--- src/rtl/vram_arbiter.sv ---
// vram_arbiter: shares the single display-RAM port between the VGA pixel
// fetcher (strict priority, never stalled) and the CR16 CPU (served in idle
// slots). A tag pipeline steers returning read data back to its requester.
module vram_arbiter #(
   parameter int unsigned AW       = 13,
   parameter int unsigned DW       = 16,
   parameter int unsigned RD_LAT   = 1,
   parameter int unsigned MAX_WAIT = 800
) (
   input  logic          clk,
   input  logic          clr,
   input  logic          vga_req,
   input  logic [AW-1:0] vga_addr,
   output logic [DW-1:0] vga_data,
   output logic          vga_valid,
   input  logic          cpu_req,
   input  logic          cpu_we,
   input  logic [AW-1:0] cpu_addr,
   input  logic [DW-1:0] cpu_wdata,
   output logic [DW-1:0] cpu_rdata,
   output logic          cpu_ack,
   output logic          cpu_starved,
   output logic [AW-1:0] mem_addr,
   output logic          mem_we,
   output logic [DW-1:0] mem_wdata,
   input  logic [DW-1:0] mem_rdata
);

   typedef enum logic [1:0] {C_IDLE, C_WAIT, C_RD, C_ACK} cstate_t;

   cstate_t         r_state;
   logic            r_cpu_we;
   logic [AW-1:0]   r_cpu_addr;
   logic [DW-1:0]   r_cpu_wdata;
   logic [15:0]     r_wait;
   logic [RD_LAT:0] r_tag_v;
   logic [RD_LAT:0] r_tag_cpu;

   logic w_cpu_grant;
   logic w_cpu_rd;
   logic w_issue_rd;
   logic w_out_vga;
   logic w_out_cpu;

   // CPU owns the slot only when it is waiting and VGA is silent this cycle
   assign w_cpu_grant = (r_state == C_WAIT) && !vga_req;
   assign w_cpu_rd    = w_cpu_grant && !r_cpu_we;
   assign w_issue_rd  = vga_req || w_cpu_rd;
   assign w_out_vga   = r_tag_v[RD_LAT] && !r_tag_cpu[RD_LAT];
   assign w_out_cpu   = r_tag_v[RD_LAT] &&  r_tag_cpu[RD_LAT];

   // RAM slot register: VGA first, then a waiting CPU; idle slots hold the address and never write
   always_ff @(posedge clk or negedge clr) begin
      if (!clr) begin
         mem_addr  <= '0;
         mem_we    <= 1'b0;
         mem_wdata <= '0;
      end else if (vga_req) begin
         mem_addr  <= vga_addr;
         mem_we    <= 1'b0;
      end else if (w_cpu_grant) begin
         mem_addr  <= r_cpu_addr;
         mem_we    <= r_cpu_we;
         mem_wdata <= r_cpu_wdata;
      end else begin
         mem_we    <= 1'b0;
      end
   end

   // Tag pipe: {valid, owner} travels alongside each read for RD_LAT+1 stages
   always_ff @(posedge clk or negedge clr) begin
      if (!clr) begin
         r_tag_v   <= '0;
         r_tag_cpu <= '0;
      end else begin
         r_tag_v   <= {r_tag_v[RD_LAT-1:0], w_issue_rd};
         r_tag_cpu <= {r_tag_cpu[RD_LAT-1:0], w_cpu_rd};
      end
   end

   // VGA return path: capture RAM data when the output-stage tag belongs to VGA
   always_ff @(posedge clk or negedge clr) begin
      if (!clr) begin
         vga_valid <= 1'b0;
         vga_data  <= '0;
      end else begin
         vga_valid <= w_out_vga;
         if (w_out_vga) begin
            vga_data <= mem_rdata;
         end
      end
   end

   // CPU FSM with registered ack/rdata, saturating wait counter and sticky starvation flag
   always_ff @(posedge clk or negedge clr) begin
      if (!clr) begin
         r_state     <= C_IDLE;
         r_cpu_we    <= 1'b0;
         r_cpu_addr  <= '0;
         r_cpu_wdata <= '0;
         r_wait      <= '0;
         cpu_ack     <= 1'b0;
         cpu_rdata   <= '0;
         cpu_starved <= 1'b0;
      end else begin
         cpu_ack <= 1'b0;
         case (r_state)
            C_IDLE: begin
               if (cpu_req) begin
                  r_cpu_we    <= cpu_we;
                  r_cpu_addr  <= cpu_addr;
                  r_cpu_wdata <= cpu_wdata;
                  r_state     <= C_WAIT;
               end
            end
            C_WAIT: begin
               if (!vga_req) begin
                  r_wait <= '0;
                  if (r_cpu_we) begin
                     cpu_ack <= 1'b1;
                     r_state <= C_ACK;
                  end else begin
                     r_state <= C_RD;
                  end
               end else begin
                  if (r_wait != '1) begin
                     r_wait <= r_wait + 16'd1;
                  end
                  // r_wait+1 > MAX_WAIT, written without widening the counter
                  if (32'(r_wait) >= MAX_WAIT) begin
                     cpu_starved <= 1'b1;
                  end
               end
            end
            C_RD: begin
               if (w_out_cpu) begin
                  cpu_ack   <= 1'b1;
                  cpu_rdata <= mem_rdata;
                  r_state   <= C_ACK;
               end
            end
            C_ACK: begin
               r_state <= C_IDLE;
            end
            default: r_state <= C_IDLE;
         endcase
      end
   end

endmodule
--- config.mk ---
export PLATFORM = sky130hd
export DESIGN_NAME = vram_arbiter
export DESIGN_NICKNAME = d
export VERILOG_FILES = /design/src/rtl/vram_arbiter.sv
export SDC_FILE = /design/constraint.sdc
export NUM_CORES = 1
export LEC_CHECK = 0
export BUFFER_PORTS_ARGS = -buffer_cell sky130_fd_sc_hd__buf_2
export CORE_AREA = 2 2 110 139
export DETAILED_ROUTE_END_ITERATION = 8
export DIE_AREA = 0 0 112 141
export PLACE_DENSITY = 0.65
export SLEW_MARGIN = 20
export SYNTH_ARGS = -nofsm -noshare
export SYNTH_HDL_FRONTEND = slang
export SYNTH_SLANG_ARGS = --single-unit
--- constraint.sdc ---
create_clock -name clk -period 1.7 [get_ports clk]
set_input_delay 0.085 -clock clk [delete_from_list [all_inputs] [get_ports clk]]
set_output_delay 0.085 -clock clk [all_outputs]
set_load 0.02 [all_outputs]
==> results.yml, run 1 <==
layout:
  num_antenna_cells: 0
  drive_gt1_share_pct: 47.4
  design.final.nets: 666
  area_delta_synth_final_pct: 47.0
  instances_no_fill: 792
  final_design_area_no_fill_um2: 7350
cts:
  cts_root_buffer: "sky130_fd_sc_hd__clkbuf_16"
  clk_path_buf_depth: 2
  clock_sinks: 117
  ctsHtreeMaxLevel: 4
  cts_inserted_buffers: 17
  clk_pin_slew_ns: 0.06
  cts_tree: "yes"
  worst_skew_pair.late_latency_ns: 0.41
route:
  post-route-drc-count: 0
  vias: 3957
  routedWlPerCell_um: 15.9
  routed_wl_um: 12600
  firstDrtPassIters: 5
  antenna_nets_post_route: 0
  number_of_drc_markers_in_iteration_0: 290
  post_drt_via_cell_ratio: 5.00
power_and_ir_drop:
  p_total_w: 0.0126
  vdd.ir_drop.worst_uv: 985
  power.static_leakage_nw: 3.42
  p_per_area_nw_per_um2: 1720
timing:
  slew_viol_final: 0
  fin_crit_ns: 1.68
  hold_violations: 0
  setup_violations: 0
  max-slew-margin-rel_pct: 68.3
  unrepaired_setup_endpoints_after_global_routing: "yes"
  finalSetupTns_ns: 0
  worst_clock_skew_ns: 0.00481
  max_freq_ghz: 0.594
  worst_pin_slew_ns: 0.475
  final.period_utilization_pct: 99.1
  hold-worst-slack_ns: 0.0997
place:
  post_dp_cell_area_um2: 6070
  placedCellCount: 696
  port_buffers: 127
  gp_congestion: 0.892
  hpwl_um: 8130
min_path:
  hold_path.class: "input port to flop"
global_routing:
  first_global_vias: 4286
  grt_antenna_before_repair: 0
  grt_usage_pct: 16.1
  grt_overflow_total: 0
  grt_start_max_net_pins: 49
  first_pass_grt_wire_length_um: 20300
floorplanning:
  initial_utilization_pct: 34.2
  y_dimension_of_the_die_um: 141
  design.die.area_um2: 15800
  core-area_um2: 14600
  rows: 50
  fp.dieW_um: 112
  floorplan.io_pins: 128
worst_setup_path:
  worst-endpoint-required_ns: 2.02
  crit_path_max_fanout: 7
  cp_slowest_stage_delay_ns: 0.41
  worstSetupPathType: "flop to flop"
  critPathCaptureType: "flop"
  library_cell_contributing_the_largest_single_delay_on_the_critical_path: "sky130_fd_sc_hd__dfrtp_1"
  arrival_ns: 2.00
  crit_chain: "ha_4, nand4_1, nor4_4, buf_4, or2_2, o31ai_2"
  startpoint_type: "flop"
logic_synthesis:
  most_used_dff_post_synth: "sky130_fd_sc_hd__dfrtp_1"
  seq_area_frac_synth_pct: 58.6
  ys_types: 50
  synth-async-reset-ratio_pct: 100
  cell_with_the_most_instances_after_synthesis: "sky130_fd_sc_hd__dfrtp_1"
  yosysTopAreaCellShare_pct: 58.6
  postSynthRegisterBits: 117
  synthesis.instances: 375
  mean_syn_cell_area_um2: 13.3
  synth-edff-count: 0
  synth_area_leader_cell: "sky130_fd_sc_hd__dfrtp_1"
  netlist_top_cells_area: "sky130_fd_sc_hd__dfrtp_1 59%, sky130_fd_sc_hd__mux2_2 18%, sky130_fd_sc_hd__mux2i_1 2.6%"
  netlist_top_cells_count: "117 x sky130_fd_sc_hd__dfrtp_1, 78 x sky130_fd_sc_hd__mux2_2, 26 x sky130_fd_sc_hd__nand2_1, 21 x sky130_fd_sc_hd__o21ai_0, 13 x sky130_fd_sc_hd__mux2i_1"
  ys_warn_count: 0
  synthesis.nets: 444
  post_synth_instance_area_um2: 5000
flow_run:
  max_cap_viol_count: 0
status:
  outcome: "completed"
## per-layer routing
layer | vias to the layer above | track usage (%) | wire (um)
met5 | - | 0 | 0
met4 | 0 | 7.89 | 332
li1 | 1822 | - | -
met3 | 30 | 4.04 | 587
met1 | 1966 | 16.4 | 4760
met2 | 139 | 30.4 | 6940
## cell type report
type	instances	area [um^2]
clock inverter	11	125
clock buffer	21	460
tap	182	228
sequential	117	2930
multi-input combinational	228	1990
inverter	10	37.5
timing repair buffer	223	1570
fill	1298	7290
## stage by stage
step / setup slack [ns] / util (%)
after floorplan: 0.00355 / -
after global placement: -0.00925 / 41.5
after detailed placement: -0.0878 / 41.5
after CTS: 0.00730 / 49.7
after global routing: -0.0276 / 50.2
final: 0.0154 / 50.2
## path summary, 6_finish.rpt
path | endpoint | slack, ns | depth (start not counted) | startpoint
worst max-delay path | r_wait[8] | 0.02 | 6 | r_wait[0]
worst min-delay path | r_wait[4] | 0.1 | 3 | vga_req
worst max register to register | r_wait[8] | 0.02 | 6 | r_wait[0]
worst min register to register | r_tag_v[1] | 0.35 | 0 | r_tag_v[0]
max in group asynchronous | r_wait[4] | 0.88 | 3 | clr
min in group asynchronous | cpu_rdata[13] | 0.19 | 2 | clr
## logic make-up (layout without fill, tap and decap cells)
logic type	after synthesis	after routing	synth area share [%]
fa+ha+maj	6	6	1.50
compound gates	52	53	7.61
flops	117	117	58.6
buf+inv	31	265	2.80
mux	91	91	20.2
simple gates	78	78	9.36
## layout by cell type, fill, tap and decap left out, drive strengths merged, types with 2 or more instances in the layout
master / Yosys / routed
nor3: 5 / 5
dlygate4sd3: 0 / 60
o21a: 4 / 4
o311ai: 5 / 5
nor2: 5 / 5
buf: 10 / 163
a41oi: 3 / 3
a31oi: 4 / 4
nand3: 12 / 12
nor4: 5 / 5
or2: 3 / 3
o41a: 1 / 2
mux2i: 13 / 13
and3: 2 / 2
mux2: 78 / 78
o21ai: 21 / 21
clkbuf: 11 / 21
clkinv: 0 / 5
ha: 6 / 6
inv: 10 / 12
clkinvlp: 0 / 2
nand2: 26 / 26
bufinv: 0 / 2
nand4: 7 / 7
and4: 3 / 3
dfrtp: 117 / 117
o31ai: 4 / 4
## worst max-delay path, delay by kind of cell (launching register included)
kind | cells | cell delay [ns]
and+or+nand+nor | 3 | 0.58
DFF | 1 | 0.41
AOI/OAI and AO/OA | 1 | 0.22
adders and majority gates | 1 | 0.21
buffers and inverters | 1 | 0.16
## timing repair
action                                  4_1_cts  5_1_grt
hold buffers                                 60        0
buffers inserted                              0        3
endpoints found under the setup margin       14       20
pin swaps                                     0        4
cloned                                        0        1
gates resized for setup                       3       11
endpoints found under the hold margin       108        0
## flip-flops by register name, indices dropped and copies added (netlist names)
| signal | count |
|---|---|
| cpu_rdata | 16 |
| mem_wdata | 16 |
| r_cpu_wdata | 16 |
| r_wait | 16 |
| vga_data | 16 |
| mem_addr | 13 |
| r_cpu_addr | 13 |
| r_state | 2 |
| r_tag_cpu | 2 |
| r_tag_v | 2 |
| cpu_ack | 1 |
| cpu_starved | 1 |
| mem_we | 1 |
| r_cpu_we | 1 |
| vga_valid | 1 |
## power breakdown
group          total [W]  switching (W)  internal [W]
sequential       0.00452       0.000615       0.00391
combinational    0.00456        0.00238       0.00218
clock            0.00352        0.00128       0.00224
No activity file was read; power rests on OpenSTA's default activity.
==> run 2, diff against run 1 <==
Settings changed: PLACE_DENSITY 0.65 to 0.63.
Clock period 1.7 ns to 1.6 ns, I/O delays scaled along.
==> results.yml, run 2 (synthesis gave the netlist of run 1 again) <==
status:
  outcome: "completed"
global_routing:
  first_global_vias: 4309
  grt_overflow_total: 0
  grt_start_max_net_pins: 53
  grt_usage_pct: 16.3
  first_pass_grt_wire_length_um: 20500
  grt_antenna_before_repair: 0
cts:
  worst_skew_pair.late_latency_ns: 0.41
  clock_sinks: 117
  clk_pin_slew_ns: 0.05
  cts_inserted_buffers: 17
  ctsHtreeMaxLevel: 4
  clk_path_buf_depth: 2
  cts_root_buffer: "sky130_fd_sc_hd__clkbuf_16"
  cts_tree: "yes"
power_and_ir_drop:
  p_per_area_nw_per_um2: 1770
  p_total_w: 0.0132
  power.share.clock_pct: 26.7
  power_frac_comb_pct: 37.3
  power.static_leakage_nw: 3.47
  p_int_w: 0.00871
  net-switching-power_w: 0.00451
  vdd.ir_drop.worst_uv: 897
  proportion_of_power_drawn_by_flip_flops_and_latches_pct: 36.0
  swShare_pct: 34.1
timing:
  slew_viol_final: 0
  hold_violations: 0
  max_freq_ghz: 0.636
  unrepaired_setup_endpoints_after_global_routing: "yes"
  worst_clock_skew_ns: 0.00716
  finalSetupTns_ns: 0
  setup_violations: 0
  worst_pin_slew_ns: 0.379
  max-slew-margin-rel_pct: 74.5
  final.period_utilization_pct: 98.2
  fin_crit_ns: 1.57
layout:
  layout.core_utilization_pct: 50.9
  filler_cell_count: 1280
  multi_input_comb_area_um2: 2020
  area_delta_synth_final_pct: 49.2
  final-seq-area_um2: 2930
  layout.cells.most_common_list: "126 x sky130_fd_sc_hd__buf_2, 114 x sky130_fd_sc_hd__dfrtp_1, 78 x sky130_fd_sc_hd__mux2_2, 60 x sky130_fd_sc_hd__dlygate4sd3_1, 43 x sky130_fd_sc_hd__buf_4"
  instances_no_fill: 805
  num_antenna_cells: 0
  design.final.nets: 679
  layout.cells.most_common: "sky130_fd_sc_hd__buf_2"
  drive_gt1_share_pct: 49.8
place:
  placedCellCount: 707
  gp_congestion: 0.862
  port_buffers: 127
  hpwl_um: 8190
route:
  routedWlPerCell_um: 15.3
  post_drt_via_cell_ratio: 4.89
  wl_met3_um: 529
  m1WireLength_um: 4760
  post-route-drc-count: 0
  vias: 3940
  firstDrtPassIters: 4
  antenna_nets_post_route: 0
  met2_wirelength_um: 6750
  routed_wl_um: 12300
  top_signal_layer_used: "met4"
  number_of_drc_markers_in_iteration_0: 214
flow_run:
  max_cap_viol_count: 0
worst_setup_path:
  startpoint_type: "flop"
  critPathMostFrequentCell: "sky130_fd_sc_hd__buf_4"
  crit_chain: "nand3_1, nor4_4, buf_4, buf_4, nor3_1, o21a_1"
  library_cell_contributing_the_largest_single_delay_on_the_critical_path: "sky130_fd_sc_hd__dfrtp_1"
  crit_path_max_fanout: 5
  critPathCaptureType: "flop"
  arrival_ns: 1.87
  worstSetupPathType: "flop to flop"
  cp_slowest_stage_delay_ns: 0.42
  worst-endpoint-required_ns: 1.90
floorplanning:
  floorplan.io_pins: 128
  rows: 50
  initial_utilization_pct: 34.2
  fp.dieW_um: 112
  core-area_um2: 14600
  y_dimension_of_the_die_um: 141
  design.die.area_um2: 15800
min_path:
  hold_path.class: "input port to async pin"
[run 2: power by group through the flow]
stage / Clock (W) / Sequential [W] / Combinational [W]
global placement: 0 / 0.00472 / 0.00451
CTS: 0.00362 / 0.00475 / 0.00484
detailed placement: 0 / 0.00480 / 0.00465
floorplan: 0 / 0.00558 / 0.00210
global route: 0.00377 / 0.00491 / 0.00532
finish: 0.00353 / 0.00476 / 0.00493
[run 2: final cells by class]
| class | count | area share, % |
|---|---|---|
| clock inverters | 11 | 1.38 |
| flip-flops and latches | 117 | 39.3 |
| clock buffers | 21 | 6.04 |
| repair buffers | 237 | 22.6 |
| well taps | 182 | 3.05 |
| inverters | 10 | 0.503 |
| multi-input cells | 227 | 27.1 |
[run 2: final timing paths]
kind,end,cells past startpoint,slack [ns],from
max in group asynchronous,r_cpu_wdata[5],3,0.84,clr
min in group clk,r_tag_v[0],3,0.17,vga_req
min,mem_addr[9],2,0.13,clr
max,r_wait[3],6,0.03,r_wait[10]
min reg2reg,r_tag_v[1],0,0.35,r_tag_v[0]
max reg2reg,r_wait[3],6,0.03,r_wait[10]
[run 2: what timing repair did]
item                                    CTS  global route
endpoints found under the setup margin   13            48
pin swaps                                 4             6
resized for setup                         6            20
hold buffers                             60             0
buffers inserted                          4             4
endpoints found under the hold margin   192             0
[run 2: critical path, delay by kind of cell (launching register included)]
kind | cells | cell delay (ns)
flip-flops | 1 | 0.42
AO/OA/AOI/OAI | 1 | 0.16
AND/OR/NAND/NOR | 3 | 0.59
buffers and inverters | 2 | 0.29
[run 2: per-stage QoR]
step | worst slack (ns) | hold WS, ns | instance area [um^2]
after floorplan | -0.000628 | -0.216 | 5020
after global placement | -0.0505 | -0.0395 | 6160
after detailed placement | -0.0959 | -0.0320 | 6160
after CTS | -0.0111 | 0.0717 | 7360
after global routing | -0.0413 | 0.140 | 7460
final | 0.0289 | 0.133 | 7460
[run 2: layer usage]
layer  global-route usage [%]  up-vias
met3                     4.13       21
li1                         -     1843
met5                        0        -
met2                     29.2      104
met4                     7.96        0
met1                     17.8     1972
